## src/rtl/fft_stage_sequencer_if.sv

```systemverilog
// Control bundle between the FFT stage sequencer and its surroundings.
// master: the sequencer (drives handshake status and datapath controls).
// slave : the environment (requests transforms, accepts results, reports MAC overflow).
//   start/in_ready       transform request handshake
//   abort                synchronous abandon of the current transform
//   busy, stage_idx      progress status
//   out_valid/out_ready  result handshake, ovf_flag qualifies the result
//   Overflow             MAC array overflow status
//   Local_reset, Wr_En_*, Rd_En_*, MAC_IN_Sel, ROMW_add, Sel_Mapping  datapath controls
interface fft_stage_sequencer_if;
  logic       start;
  logic       in_ready;
  logic       abort;
  logic       busy;
  logic [1:0] stage_idx;
  logic       out_valid;
  logic       out_ready;
  logic       Overflow;
  logic       ovf_flag;
  logic       Local_reset;
  logic       Wr_En_x, Wr_En_A, Wr_En_B, Wr_En_C, Wr_En_D, Wr_En_X;
  logic       Rd_En_x, Rd_En_A, Rd_En_B, Rd_En_C, Rd_En_D, Rd_En_X;
  logic [2:0] MAC_IN_Sel;
  logic [2:0] ROMW_add;
  logic [2:0] Sel_Mapping;

  modport master (
    input  start, abort, out_ready, Overflow,
    output in_ready, busy, stage_idx, out_valid, ovf_flag, Local_reset,
           Wr_En_x, Wr_En_A, Wr_En_B, Wr_En_C, Wr_En_D, Wr_En_X,
           Rd_En_x, Rd_En_A, Rd_En_B, Rd_En_C, Rd_En_D, Rd_En_X,
           MAC_IN_Sel, ROMW_add, Sel_Mapping
  );

  modport slave (
    output start, abort, out_ready, Overflow,
    input  in_ready, busy, stage_idx, out_valid, ovf_flag, Local_reset,
           Wr_En_x, Wr_En_A, Wr_En_B, Wr_En_C, Wr_En_D, Wr_En_X,
           Rd_En_x, Rd_En_A, Rd_En_B, Rd_En_C, Rd_En_D, Rd_En_X,
           MAC_IN_Sel, ROMW_add, Sel_Mapping
  );
endinterface

```

## src/rtl/fft_stage_sequencer.sv

```systemverilog
// Control FSM for the FFT datapath. One transform per accepted start:
// clear working registers, load x, run NUM_STAGES butterfly passes
// (x->A->B->C->D), copy the last result into X, then present X until taken.
// Data never passes through this block.
//   clk_i  system clock, rising edge
//   rst_i  asynchronous, active-high reset
//   bus    fft_stage_sequencer_if.master (handshakes, status, datapath controls)
//
// state | meaning
// IDLE  | waiting for start, in_ready=1
// CLR   | Local_reset pulse to working registers
// LOAD  | write x from Data_In
// ROMW  | twiddle address for pass k applied, wait ROM_LAT cycles
// EXEC  | pass k: read reg k, write reg k+1
// XFER  | copy reg NUM_STAGES into X through unity W and output mapping
// OUT   | X presented with out_valid until out_ready
module fft_stage_sequencer #(
  parameter int unsigned NUM_STAGES = 4,
  parameter int unsigned ROM_LAT    = 1
) (
  input  logic                   clk_i,
  input  logic                   rst_i,
  fft_stage_sequencer_if.master  bus
);

  typedef enum logic [2:0] {
    S_IDLE, S_CLR, S_LOAD, S_ROMW, S_EXEC, S_XFER, S_OUT
  } state_t;

  // Enable vectors are indexed by register: 0=x,1=A,2=B,3=C,4=D,5=X
  typedef struct packed {
    logic       in_ready;
    logic       busy;
    logic [1:0] stage_idx;
    logic       out_valid;
    logic       local_reset;
    logic [5:0] wr;
    logic [5:0] rd;
    logic [2:0] mac_sel;
    logic [2:0] romw_add;
    logic [2:0] sel_map;
  } ctrl_t;

  localparam logic [1:0] LAST_K    = 2'(NUM_STAGES - 1);
  localparam logic [2:0] LAST_SRC  = 3'(NUM_STAGES);
  localparam logic [1:0] WAIT_INIT = 2'(ROM_LAT - 1);

  state_t     state_q, state_d;
  logic [1:0] k_q, k_d;
  logic [1:0] wait_q, wait_d;
  logic       ovf_q;
  ctrl_t      ctrl_q;
  logic       accept;

  function automatic ctrl_t decode(input state_t s, input logic [1:0] k);
    ctrl_t c;
    c          = '0;
    c.in_ready = (s == S_IDLE);
    c.busy     = (s != S_IDLE);
    case (s)
      S_CLR:  c.local_reset = 1'b1;
      S_LOAD: c.wr = 6'b000001;
      S_ROMW, S_EXEC: begin
        c.stage_idx = k;
        c.rd        = 6'b000001 << k;
        c.mac_sel   = {1'b0, k};
        c.romw_add  = {1'b0, k};
        c.sel_map   = {1'b0, k};
        if (s == S_EXEC) c.wr = 6'b000010 << k;
      end
      S_XFER: begin
        c.rd       = 6'b000001 << LAST_SRC;
        c.mac_sel  = LAST_SRC;
        c.romw_add = 3'd4;   // unity twiddle
        c.sel_map  = 3'd7;   // output ordering
        c.wr       = 6'b100000;
      end
      S_OUT: begin
        c.out_valid = 1'b1;
        c.rd        = 6'b100000;
      end
      default: ;
    endcase
    return c;
  endfunction

  assign accept = (state_q == S_IDLE) && bus.start && !bus.abort;

  // Next state and counters; k and the wait counter are loaded on entry.
  always_comb begin
    state_d = state_q;
    k_d     = k_q;
    wait_d  = wait_q;
    if (bus.abort) begin
      state_d = S_IDLE;
      k_d     = '0;
      wait_d  = '0;
    end else begin
      case (state_q)
        S_IDLE: if (bus.start) state_d = S_CLR;
        S_CLR:  state_d = S_LOAD;
        S_LOAD: begin
          state_d = S_ROMW;
          k_d     = '0;
          wait_d  = WAIT_INIT;
        end
        S_ROMW: begin
          if (wait_q == '0) state_d = S_EXEC;
          else              wait_d  = wait_q - 2'd1;
        end
        S_EXEC: begin
          if (k_q == LAST_K) begin
            state_d = S_XFER;
            k_d     = '0;
          end else begin
            state_d = S_ROMW;
            k_d     = k_q + 2'd1;
            wait_d  = WAIT_INIT;
          end
        end
        S_XFER: state_d = S_OUT;
        S_OUT:  if (bus.out_ready) state_d = S_IDLE;
        default: state_d = S_IDLE;
      endcase
    end
  end

  // Outputs are registered from the next state so they line up with it.
  always_ff @(posedge clk_i or posedge rst_i) begin
    if (rst_i) begin
      state_q <= S_IDLE;
      k_q     <= '0;
      wait_q  <= '0;
      ovf_q   <= 1'b0;
      ctrl_q  <= decode(S_IDLE, 2'd0);
    end else begin
      state_q <= state_d;
      k_q     <= k_d;
      wait_q  <= wait_d;
      ctrl_q  <= decode(state_d, k_d);
      if (accept)
        ovf_q <= 1'b0;
      else if (!bus.abort && bus.Overflow &&
               ((state_q == S_EXEC) || (state_q == S_XFER)))
        ovf_q <= 1'b1;
    end
  end

  assign bus.in_ready    = ctrl_q.in_ready;
  assign bus.busy        = ctrl_q.busy;
  assign bus.stage_idx   = ctrl_q.stage_idx;
  assign bus.out_valid   = ctrl_q.out_valid;
  assign bus.ovf_flag    = ovf_q;
  assign bus.Local_reset = ctrl_q.local_reset;
  assign bus.Wr_En_x     = ctrl_q.wr[0];
  assign bus.Wr_En_A     = ctrl_q.wr[1];
  assign bus.Wr_En_B     = ctrl_q.wr[2];
  assign bus.Wr_En_C     = ctrl_q.wr[3];
  assign bus.Wr_En_D     = ctrl_q.wr[4];
  assign bus.Wr_En_X     = ctrl_q.wr[5];
  assign bus.Rd_En_x     = ctrl_q.rd[0];
  assign bus.Rd_En_A     = ctrl_q.rd[1];
  assign bus.Rd_En_B     = ctrl_q.rd[2];
  assign bus.Rd_En_C     = ctrl_q.rd[3];
  assign bus.Rd_En_D     = ctrl_q.rd[4];
  assign bus.Rd_En_X     = ctrl_q.rd[5];
  assign bus.MAC_IN_Sel  = ctrl_q.mac_sel;
  assign bus.ROMW_add    = ctrl_q.romw_add;
  assign bus.Sel_Mapping = ctrl_q.sel_map;

endmodule

```

## src/flat_wrapper.sv

```systemverilog
// flat-port wrapper written by rule: the top's interface ports become plain ports
module fft_stage_sequencer_flat 
#(
  parameter int unsigned NUM_STAGES = 4,
  parameter int unsigned ROM_LAT    = 1
)
  (clk_i, rst_i, bus_start, bus_abort, bus_out_ready, bus_Overflow, bus_in_ready, bus_busy, bus_stage_idx, bus_out_valid, bus_ovf_flag, bus_Local_reset, bus_Wr_En_x, bus_Wr_En_A, bus_Wr_En_B, bus_Wr_En_C, bus_Wr_En_D, bus_Wr_En_X, bus_Rd_En_x, bus_Rd_En_A, bus_Rd_En_B, bus_Rd_En_C, bus_Rd_En_D, bus_Rd_En_X, bus_MAC_IN_Sel, bus_ROMW_add, bus_Sel_Mapping);
  fft_stage_sequencer_if bus_i ();
  input  logic clk_i;
  input  logic rst_i;
  input wire logic [$bits(bus_i.start)-1:0] bus_start;
  input wire logic [$bits(bus_i.abort)-1:0] bus_abort;
  input wire logic [$bits(bus_i.out_ready)-1:0] bus_out_ready;
  input wire logic [$bits(bus_i.Overflow)-1:0] bus_Overflow;
  output wire logic [$bits(bus_i.in_ready)-1:0] bus_in_ready;
  output wire logic [$bits(bus_i.busy)-1:0] bus_busy;
  output wire logic [$bits(bus_i.stage_idx)-1:0] bus_stage_idx;
  output wire logic [$bits(bus_i.out_valid)-1:0] bus_out_valid;
  output wire logic [$bits(bus_i.ovf_flag)-1:0] bus_ovf_flag;
  output wire logic [$bits(bus_i.Local_reset)-1:0] bus_Local_reset;
  output wire logic [$bits(bus_i.Wr_En_x)-1:0] bus_Wr_En_x;
  output wire logic [$bits(bus_i.Wr_En_A)-1:0] bus_Wr_En_A;
  output wire logic [$bits(bus_i.Wr_En_B)-1:0] bus_Wr_En_B;
  output wire logic [$bits(bus_i.Wr_En_C)-1:0] bus_Wr_En_C;
  output wire logic [$bits(bus_i.Wr_En_D)-1:0] bus_Wr_En_D;
  output wire logic [$bits(bus_i.Wr_En_X)-1:0] bus_Wr_En_X;
  output wire logic [$bits(bus_i.Rd_En_x)-1:0] bus_Rd_En_x;
  output wire logic [$bits(bus_i.Rd_En_A)-1:0] bus_Rd_En_A;
  output wire logic [$bits(bus_i.Rd_En_B)-1:0] bus_Rd_En_B;
  output wire logic [$bits(bus_i.Rd_En_C)-1:0] bus_Rd_En_C;
  output wire logic [$bits(bus_i.Rd_En_D)-1:0] bus_Rd_En_D;
  output wire logic [$bits(bus_i.Rd_En_X)-1:0] bus_Rd_En_X;
  output wire logic [$bits(bus_i.MAC_IN_Sel)-1:0] bus_MAC_IN_Sel;
  output wire logic [$bits(bus_i.ROMW_add)-1:0] bus_ROMW_add;
  output wire logic [$bits(bus_i.Sel_Mapping)-1:0] bus_Sel_Mapping;
  assign bus_i.start = bus_start;
  assign bus_i.abort = bus_abort;
  assign bus_i.out_ready = bus_out_ready;
  assign bus_i.Overflow = bus_Overflow;
  assign bus_in_ready = bus_i.in_ready;
  assign bus_busy = bus_i.busy;
  assign bus_stage_idx = bus_i.stage_idx;
  assign bus_out_valid = bus_i.out_valid;
  assign bus_ovf_flag = bus_i.ovf_flag;
  assign bus_Local_reset = bus_i.Local_reset;
  assign bus_Wr_En_x = bus_i.Wr_En_x;
  assign bus_Wr_En_A = bus_i.Wr_En_A;
  assign bus_Wr_En_B = bus_i.Wr_En_B;
  assign bus_Wr_En_C = bus_i.Wr_En_C;
  assign bus_Wr_En_D = bus_i.Wr_En_D;
  assign bus_Wr_En_X = bus_i.Wr_En_X;
  assign bus_Rd_En_x = bus_i.Rd_En_x;
  assign bus_Rd_En_A = bus_i.Rd_En_A;
  assign bus_Rd_En_B = bus_i.Rd_En_B;
  assign bus_Rd_En_C = bus_i.Rd_En_C;
  assign bus_Rd_En_D = bus_i.Rd_En_D;
  assign bus_Rd_En_X = bus_i.Rd_En_X;
  assign bus_MAC_IN_Sel = bus_i.MAC_IN_Sel;
  assign bus_ROMW_add = bus_i.ROMW_add;
  assign bus_Sel_Mapping = bus_i.Sel_Mapping;
  fft_stage_sequencer #(.NUM_STAGES(NUM_STAGES), .ROM_LAT(ROM_LAT)) u_core (.clk_i(clk_i), .rst_i(rst_i), .bus(bus_i));
endmodule
```

## config.mk

```make
export PLATFORM = sky130hd
export DESIGN_NAME = fft_stage_sequencer_flat
export DESIGN_NICKNAME = d
export VERILOG_FILES = /design/src/rtl/fft_stage_sequencer_if.sv /design/src/rtl/fft_stage_sequencer.sv /design/src/flat_wrapper.sv
export SDC_FILE = /design/constraint.sdc
export NUM_CORES = 1
export LEC_CHECK = 0
export BUFFER_PORTS_ARGS = -buffer_cell sky130_fd_sc_hd__buf_4
export CELL_PAD_IN_SITES_DETAIL_PLACEMENT = 1
export CELL_PAD_IN_SITES_GLOBAL_PLACEMENT = 1
export CORE_MARGIN = 2
export CORE_UTILIZATION = 44
export CTS_CLUSTER_SIZE = 10
export DETAILED_ROUTE_END_ITERATION = 8
export GPL_ROUTABILITY_DRIVEN = 0
export MAX_ROUTING_LAYER = met4
export PLACE_DENSITY = 0.86
export SETUP_SLACK_MARGIN = 0.05
export SLEW_MARGIN = 10
export SYNTH_ARGS = -nofsm -noshare
export SYNTH_HDL_FRONTEND = slang
export SYNTH_SLANG_ARGS = --single-unit
```

## constraint.sdc

```tcl
create_clock -name clk_i -period 2.5 [get_ports clk_i]
set_clock_uncertainty 0.05 [all_clocks]
set_input_delay 0 -clock clk_i [delete_from_list [all_inputs] [get_ports clk_i]]
set_output_delay 0 -clock clk_i [all_outputs]
set_load 0.03 [all_outputs]
```

### Yosys cells after proc, flatten, opt, wreduce, memory -nomap -nowiden

Index checks and enable logic that the tools add are counted.

| word-level totals | value |
|---|---|
| register bits after elaboration | 35 |
| bits in latches | 0 |
| memory bits (writable) | 0 |
| memory bits (read-only) | 0 |
| bits of input ports | 6 |
| output and inout bits | 28 |
| word-level logic and storage cells | 69 |
| memories kept | 0 |

| operators by class | value |
|---|---|
| add/sub/neg operators | 2 |
| $mul | 0 |
| div/mod/pow operators | 0 |
| magnitude comparators | 0 |
| equality and inequality tests | 15 |
| shift operators | 2 |
| mux-type cells | 22 |
| bitwise logic cells | 0 |
| reduce and logical (&&, ||, !) cells | 14 |

Operators with widths:

| operator | count |
|---|---|
| 6-bit case mux with 3 select lines | 2 |
| 3-bit case mux with 7 select lines | 1 |
| 3-bit == test (second input constant) | 6 |
| 9-bit case mux with 2 select lines | 1 |
| 3-bit 2-to-1 mux | 5 |
| 3-bit by 2-bit == test with 1-bit output (second input constant) | 4 |
| 2-bit 2-to-1 mux | 6 |
| 3-bit by 1-bit == test with 1-bit output (second input constant) | 2 |
| 3-bit zero test | 2 |
| 6-bit 2-to-1 mux | 1 |
| 3-bit != test (second input constant) | 2 |
| 2-bit case mux with 3 select lines | 1 |
| 1-bit by 2-bit << shifter with 6-bit output (first input constant) | 1 |
| 2-bit by 2-bit << shifter with 6-bit output (first input constant) | 1 |
| 1-bit logical AND | 4 |
| 1-bit 2-to-1 mux | 4 |
| 2-bit case mux with 2 select lines | 1 |
| 4-bit nonzero test | 1 |
| 3-bit AND reduction | 1 |
| 3-bit nonzero test | 1 |
| 2-bit by 1-bit adder with 2-bit output (second input constant) | 1 |
| 2-bit == test (second input constant) | 1 |
| 2-bit zero test | 1 |
| 2-bit nonzero test | 1 |
| other kinds (4) | 4 |

### Depth between registers and ports, before layout

Gate-level depths: netlist of run 1.

| depth | value |
|---|---|
| depth in word-level cells | 7 |
| mapped depth | 6 |
| gate-level depth less buffers | 6 |

### Worst setup path after synthesis of run 1

Ideal clock, no wire load.

| timing path | value |
|---|---|
| path type | register -> register |
| from | register u_core.k_q[1] |
| to | register u_core.ctrl_q, in the netlist u_core.bus.Rd_En_x |
| setup time | 96 ps |
| data arrival time | 1532 ps |
| data required time | 2354 ps |
| slack | 823 ps |
| cell stages (with the launch flop) | 6 |
| cells stage by stage | dfrtp_1 ha_1 nor2b_1 a221oi_4 nor2_2 nor4_2 |

| on the way | value |
|---|---|
| elaborated cells between the ends (all ways) | 15 |
| classes of those cells | add/sub (1); eq/ne (5); shift (1); mux (7); reduce/logical (1) |

RTL lines:

| what | line | source |
|---|---|---|
| start: declaration | fft_stage_sequencer.sv:49 | `logic [1:0] k_q, k_d;` |
| start signal: assignment | fft_stage_sequencer.sv:138 | `k_q <= k_d;` |
| 2-bit by 1-bit adder with 2-bit output or 2-bit == test (tied branches) | fft_stage_sequencer.sv:117, fft_stage_sequencer.sv:112 |  |
| 2-bit 2-to-1 mux | fft_stage_sequencer.sv:112 | `if (k_q == LAST_K) begin` |
| 2-bit case mux with 2 select lines * | fft_stage_sequencer.sv:99 | `case (state_q)` |
| 2-bit 2-to-1 mux * | fft_stage_sequencer.sv:94 | `if (bus.abort) begin` |
| net u_core.k_d[1] | fft_stage_sequencer.sv:49 |  |
| 1-bit by 2-bit << shifter with 6-bit output * | fft_stage_sequencer.sv:65 | `c.rd = 6'b000001 << k;` |
| 6-bit case mux with 3 select lines * | fft_stage_sequencer.sv:60 | `case (s)` |
| end signal: assignment | fft_stage_sequencer.sv:135 | `ctrl_q <= decode(S_IDLE, 2'd0);` |
| end signal: assignment | fft_stage_sequencer.sv:140 | `ctrl_q <= decode(state_d, k_d);` |
| end: declaration | fft_stage_sequencer.sv:52 | `ctrl_t ctrl_q;` |

The timed path passes the listed nets; every way through them passes the cells marked *.
A chain may end at the register's enable or synchronous reset.

### Worst setup path in the final report of run 1

| timing path | value |
|---|---|
| from | register u_core.state_q[1] |
| to | register u_core.ctrl_q, in the netlist u_core.bus.Wr_En_x |

| on the way | value |
|---|---|
| cells in the longest elaborated chain, start to end | 6 |
| elaborated cells between the ends (all ways) | 22 |
| classes of those cells | eq/ne (10); shift (1); mux (9); reduce/logical (2) |

Ends and longest elaborated chain:

| what | line | source |
|---|---|---|
| start: declaration | fft_stage_sequencer.sv:48 | `state_t state_q, state_d;` |
| start signal: assignment | fft_stage_sequencer.sv:137 | `state_q <= state_d;` |
| 3-bit == test, or another cell as far along | fft_stage_sequencer.sv:99 |  |
| 3-bit case mux with 7 select lines * | fft_stage_sequencer.sv:99 |  |
| 3-bit 2-to-1 mux * | fft_stage_sequencer.sv:94 |  |
| net u_core.state_d[1] | fft_stage_sequencer.sv:48 |  |
| 3-bit == test or 3-bit by 2-bit == test with 1-bit output (tied branches) | fft_stage_sequencer.sv:60, fft_stage_sequencer.sv:69 |  |
| 6-bit 2-to-1 mux or 2-bit OR reduction (tied branches) | fft_stage_sequencer.sv:69, fft_stage_sequencer.sv:60 |  |
| 6-bit case mux with 3 select lines * | fft_stage_sequencer.sv:60 |  |

Marks and branches as above.

==> reports/metrics.cfg, run 1 <==
[status]
status=completed

[placed_design]
portBuffers=33
hpwl_um=2373
placed_cell_area_um2=1662
dp_slack_ns=0.5770
placed_cells=188

[worst_setup_path]
crit_arrival_ns=2.14
path_max_fanout=19
worst-setup-path-type=reg2reg
end_kind=flop
r2r_setup_slack_ns=0.53
critical_path_required_ns=2.67
startpoint_type=flop

[floorplanning]
core_area_um2=3103
die_w_um=61.53
io-pin-count=34
initial_core_util=0.4694
die_y_um=61.53
num_rows=20
die-area_um2=3786

[power]
p_comb_frac=0.150
ir_drop_v=0.0002705
seq_power_share=0.517
swShare=0.2842
p_per_area_nw_per_um2=559.0
p_int_uw=704.9
power.leakage_nw=0.8636
clkPwrFrac=0.332
power.total_uw=984.7
switchingPower_uw=279.9

[timing]
finalSetupViolations=0
tightest_slew_ns=1.074
finalSetupTns_ns=0
hold_viol_final=0
grt_setup_unrepaired=false
period_minus_slack_ns=1.972
drv_slew=0
fin_ws_ns=0.5275
slew_headroom=0.2834
fmax_mhz=507.0
period_share=0.7890
fin_hold_ws_ns=0.1022

[cts]
cts_resized=0
postCtsHoldBufs=3
numCtsBuffers=5
ctsLongestPathBuffers=2
htreeDepth=2
post_cts_buffers=0
cts_tree=done
clk_pin_slew_ns=0.10
cts_root_buf=clkbuf_4
clock-sinks=29
worstSkewPairLatency_ns=0.33

[synth]
synth_edf_count=0
async_reset_ff_frac=1.000
synthTopCellsByArea=dfrtp_1 48%, buf_4 4.1%, a221oi_4 3.6%, buf_6 2.3%, a21oi_1 2.1%
syn_area_um2=1456
seq_area_frac_synth=0.4991
synthFlopType=dfrtp_1
synthesis.nets=131
synth_top_cells_by_count=28 x dfrtp_1, 8 x buf_4, 7 x inv_1
synthDistinctLibCells=44
synth_most_common_cell=dfrtp_1
synth_top_area_share=0.4811
syn_avg_cell_area_um2=11.84
netlist_instances=123
ys_seq_elements=29
synth_warnings=0
synth_top_area_cell=dfrtp_1

[cells_and_area]
area_growth_pct=20.96
drive_above_1_share=0.4129
fin_area_um2=1762
fin_nets=162
utilization=0.5677
fin_cells=199
insertedDiodeCount=0

[route]
ant_nets=0
routed_via_density=5.392
via_count=1073
routed_wl_um=3289
initialDrtViolationCount=27
dr.pass1.iters=4
route.detailed.drc=0
wl_per_cell_um=16.53

[worst_hold_path]
hold_path.class=in2reg

[global_routing]
grt_pass1_wl_um=5223
overflow=0
grt_max_degree=30
grt_usage=0.2024
grt_pass1_vias=1051
antenna_found_initial=0

[flow_run]
max_cap_violations=0

==> registers in the layout, summed over array words and instances (netlist names) <==
name	count
u_core.bus.in_ready	1
u_core.bus.Wr_En_C	1
u_core.bus.Local_reset	1
u_core.bus.Wr_En_B	1
u_core.bus.Wr_En_x	1
u_core.bus.Rd_En_x	1
u_core.bus.Wr_En_A	1
u_core.state_q	3
u_core.bus.Rd_En_B	1
u_core.bus.out_valid	1
u_core.bus.Sel_Mapping	2
u_core.bus.busy	1
u_core.bus.stage_idx	2
u_core.bus.Rd_En_D	1
u_core.wait_q	2
u_core.k_q	2
u_core.bus.Rd_En_A	1
u_core.bus.MAC_IN_Sel	3
u_core.bus.Wr_En_D	1
u_core.bus.ovf_flag	1
u_core.bus.Rd_En_C	1
==> critical path, stage by stage (launching register included) <==
cell	delay (ns)
dfrtp_1	0.74
o21ai_0	0.33
a221oi_4	0.46
nor2_1	0.10
and3_1	0.18
==> placed cells by master, fill, tap and decap left out, types with 3 or more instances in the layout <==
cell type      count
buf_4             33
nor3b_1            4
o21ai_0            5
nor3_1             3
dlygate4sd3_1      3
clkbuf_4           5
nand2_1            5
nor2_1             5
a21oi_1            6
and3_1             4
nor2b_1            3
inv_1              7
dfrtp_1           28
a31oi_1            4
==> final timing paths <==
check	startpoint	to	cells after the start
hold reg to reg	u_core.wait_q[0]$_DFFE_PP0P_	u_core.wait_q[0]$_DFFE_PP0P_	2
setup reg to reg	u_core.state_q[1]$_DFF_PP0_	u_core.bus.Wr_En_x$_DFF_PP0_	4
hold / removal	bus_start	u_core.bus.Wr_En_B$_DFF_PP0_	4
min in group asynchronous	rst_i	u_core.bus.Local_reset$_DFF_PP0_	3
setup / recovery	u_core.state_q[1]$_DFF_PP0_	u_core.bus.Wr_En_x$_DFF_PP0_	4
max in group asynchronous	rst_i	u_core.k_q[1]$_DFF_PP0_	3
==> power by group through the flow <==
stage	registers [mW]	clock network [mW]	logic [mW]
2_1_floorplan	0.524	0	0.102
3_3_place_gp	0.516	0	0.139
3_5_place_dp	0.518	0	0.145
4_1_cts	0.509	0.338	0.150
5_1_grt	0.512	0.351	0.161
6_report	0.509	0.327	0.148
==> layer usage <==
| metal | global-route usage | wire length (um) | vias to the layer above | part of all wire |
|---|---|---|---|---|
| li1 | - | - | 497 | - |
| met1 | 0.2543 | 1466 | 544 | 0.45 |
| met2 | 0.3113 | 1636 | 26 | 0.50 |
| met3 | 0.03782 | 119 | 6 | 0.036 |
| met4 | 0.1003 | 65 | 0 | 0.020 |
| met5 | - | 0 | - | 0 |
==> final cells by class <==
class                   instances  area (um^2)
clock buffers                   7        65.06
clock inverters                 1        5.005
fillers                       356         1341
inverters                       7        26.28
multi-input cells              75        605.6
flip-flops and latches         29        726.9
well taps                      44        55.05
repair buffers                 36        277.8
==> cell families (layout without fill, tap and decap cells) <==
logic type / count (synthesis) / in the layout / share of synthesized area
AO/OA/AOI/OAI: 30 / 30 / 0.1993
adder cells (fa/ha/maj): 2 / 2 / 0.01718
buffers and inverters: 19 / 51 / 0.08505
AND/OR/NAND/NOR: 43 / 43 / 0.1993
flip-flops: 29 / 29 / 0.4991
Power figures use the tool's default switching activity.
==> run 2: changes to the inputs <==
Settings changed: CORE_UTILIZATION 44 to 41, PLACE_DENSITY 0.86 to 0.82.
Clock period 2.5 ns to 2.05 ns, I/O delays scaled along.
==> run 2 against run 1 <==
  * Sequential power increased by 22%
  * First-iteration DRC count decreased by 3.7%
  * Critical path type unchanged
  * Sequential cell count unchanged
  * Core utilization decreased by 3.4 points
  * Global-route usage decreased by 1.6 points
  * Register-to-register slack got worse by 0.32 ns
==> reports/metrics.cfg, run 2 (synthesis gave the netlist of run 1 again) <==
[cells_and_area]
final_common_cell=buf_4
nFillCells=387  ; +8.7%
drive_above_1_share=0.4403  ; +0.02735
seq_area_um2=729.5  ; +0.34%
fin_nets=166  ; +2.5%
insertedDiodeCount=0  ; unchanged
final_cell_mix=37 x buf_4, 26 x dfrtp_1, 7 x inv_1
area_growth_pct=23.37
multi_input_area_um2=605.6  ; unchanged

[global_routing]
antenna_found_initial=0  ; unchanged
grt_max_degree=30  ; unchanged
grt_pass1_wl_um=5513  ; +5.6%
grt_pass1_vias=1124  ; +6.9%
overflow=0  ; unchanged
grt_usage=0.1864  ; -0.01604

[worst_setup_path]
crit_arrival_ns=2.02  ; -0.12 ns
end_kind=flop
critPathBufInv=0  ; unchanged
max_stage_delay_ns=0.46  ; -0.28 ns
critical_path_required_ns=2.23  ; -0.44 ns
crit_chain=ha_1 > nor2b_1 > a221oi_4 > nor2_2 > nor4_2
crit_family=simple AND/OR/NAND/NOR gates
slowest_stage=dfrtp_1
worst-setup-path-type=reg2reg
path_max_fanout=6  ; -13
startpoint_type=flop

[power]
p_comb_frac=0.160  ; +0.010
swShare=0.2855  ; +0.001316
power.leakage_nw=0.8787  ; +1.8%
clkPwrFrac=0.328  ; -0.004
seq_power_share=0.512  ; -0.005
p_per_area_nw_per_um2=673.1  ; +20%
power.total_mw=1.209  ; +23%
ir_drop_v=0.0002086  ; -23%
switchingPower_uw=345.3  ; +23%
p_int_uw=864.1  ; +23%

[route]
route.detailed.drc=0  ; unchanged
initialDrtViolationCount=26  ; -3.7%
wl_per_cell_um=16.96  ; +2.6%
via_count=1112  ; +3.6%
ant_nets=0  ; unchanged
routed_via_density=5.424  ; +0.60%
dr.pass1.iters=5  ; +1
routed_wl_um=3477  ; +5.7%

[worst_hold_path]
hold_path.class=in2reg

[floorplanning]
die-area_um2=4045  ; +6.8%
die_y_um=63.60  ; +3.4%
die_w_um=63.60  ; +3.4%
num_rows=21  ; +5.0%
core_area_um2=3363  ; +8.4%
initial_core_util=0.4330  ; -0.03632
io-pin-count=34  ; unchanged

[placed_design]
portBuffers=33  ; unchanged
hpwl_um=2295  ; -3.3%

[timing]
hold_viol_final=0  ; unchanged
fmax_mhz=543.1  ; +7.1%
finalSetupViolations=0  ; unchanged
period_minus_slack_ns=1.841  ; -0.1312 ns
grt_setup_unrepaired=false
period_share=0.8982  ; +0.1092
slew_headroom=0.6759  ; +0.3925
finalSetupTns_ns=0  ; unchanged
drv_slew=0  ; unchanged
tightest_slew_ns=0.4862  ; -0.5875 ns

[cts]
ctsLongestPathBuffers=2  ; unchanged
cts_tree=done
cts_root_buf=clkbuf_4
numCtsBuffers=5  ; unchanged
clock-sinks=29  ; unchanged
worstSkewPairLatency_ns=0.33  ; about the same
clk_pin_slew_ns=0.10  ; about the same
htreeDepth=2  ; unchanged

[status]
status=completed

[flow_run]
max_cap_violations=0  ; unchanged

==> run 2: cell count changes in the layout (fill, tap and decap cells not counted), sizes merged <==
cell / delta
buf: +4
==> run 2: worst min-delay path: stages <==
cell and delay (ns):
buf_4 0.09, nor3_2 0.05, o211ai_2 0.27, nor3b_1 0.06
==> run 2: cell type report <==
cell class / instances / share of cell area
well taps: 46 / 0.03203
multi-input cells: 75 / 0.3370
clock buffers: 7 / 0.03621
clock inverters: 1 / 0.002786
flip-flops and latches: 29 / 0.4060
repair buffers: 40 / 0.1713
inverters: 7 / 0.01462
==> run 2: routing by layer <==
| metal | wire length, um | share of wire | track usage | up-vias |
|---|---|---|---|---|
| met5 | 0 | 0 | - | - |
| met1 | 1512 | 0.43 | 0.2217 | 564 |
| met4 | 52 | 0.015 | 0.08696 | 0 |
| met2 | 1773 | 0.51 | 0.3013 | 33 |
| met3 | 140 | 0.040 | 0.04107 | 5 |
| li1 | - | - | - | 510 |
==> run 2: stage by stage <==
| step | setup WS [ns] | util | area [um^2] | hold slack, ns | std cells |
|---|---|---|---|---|---|
| floorplan | 0.3725 | - | 1456 | 0.02737 | 123 |
| global route | 0.1144 | 0.5342 | 1797 | 0.1621 | 205 |
| detailed placement | 0.1057 | 0.4993 | 1679 | 0.05798 | 192 |
| finish | 0.2087 | 0.5342 | 1797 | 0.1223 | 205 |
| CTS | 0.06848 | 0.5290 | 1779 | 0.1180 | 203 |
| global placement | 0.1882 | 0.4993 | 1679 | 0.03441 | 192 |
==> run 2: path summary, 6_finish.rpt <==
kind / slack (ns) / to / start / depth (start not counted)
hold reg to reg: 0.51 / u_core.wait_q[1]$_DFFE_PP0P_ / u_core.wait_q[1]$_DFFE_PP0P_ / 2
setup reg to reg: 0.21 / u_core.bus.Rd_En_x$_DFF_PP0_ / u_core.k_q[1]$_DFF_PP0_ / 5
min in group asynchronous: 0.24 / u_core.bus.Rd_En_A$_DFF_PP0_ / rst_i / 4
setup / recovery: 0.21 / u_core.bus.Rd_En_x$_DFF_PP0_ / u_core.k_q[1]$_DFF_PP0_ / 5
hold / removal: 0.12 / u_core.bus.Wr_En_B$_DFF_PP0_ / bus_start / 4
max in group asynchronous: 1.40 / u_core.bus.in_ready$_DFF_PP1_ / rst_i / 4
==> run 2: power by group through the flow <==
| stage | registers, mW | logic, mW | clock network [mW] |
|---|---|---|---|
| after global placement | 0.626 | 0.179 | 0 |
| after detailed placement | 0.629 | 0.184 | 0 |
| after CTS | 0.618 | 0.191 | 0.403 |
| final | 0.619 | 0.194 | 0.396 |
| after floorplan | 0.638 | 0.125 | 0 |
| after global routing | 0.623 | 0.208 | 0.423 |
==> run 2: repair_timing <==
| action | CTS | global route |
|---|---|---|
| hold buffers | 3 | 0 |
| gates resized for setup | 0 | 2 |
| setup endpoints to repair | 0 | 14 |
| hold endpoints to repair | 40 | 0 |
| buffers inserted | 0 | 2 |
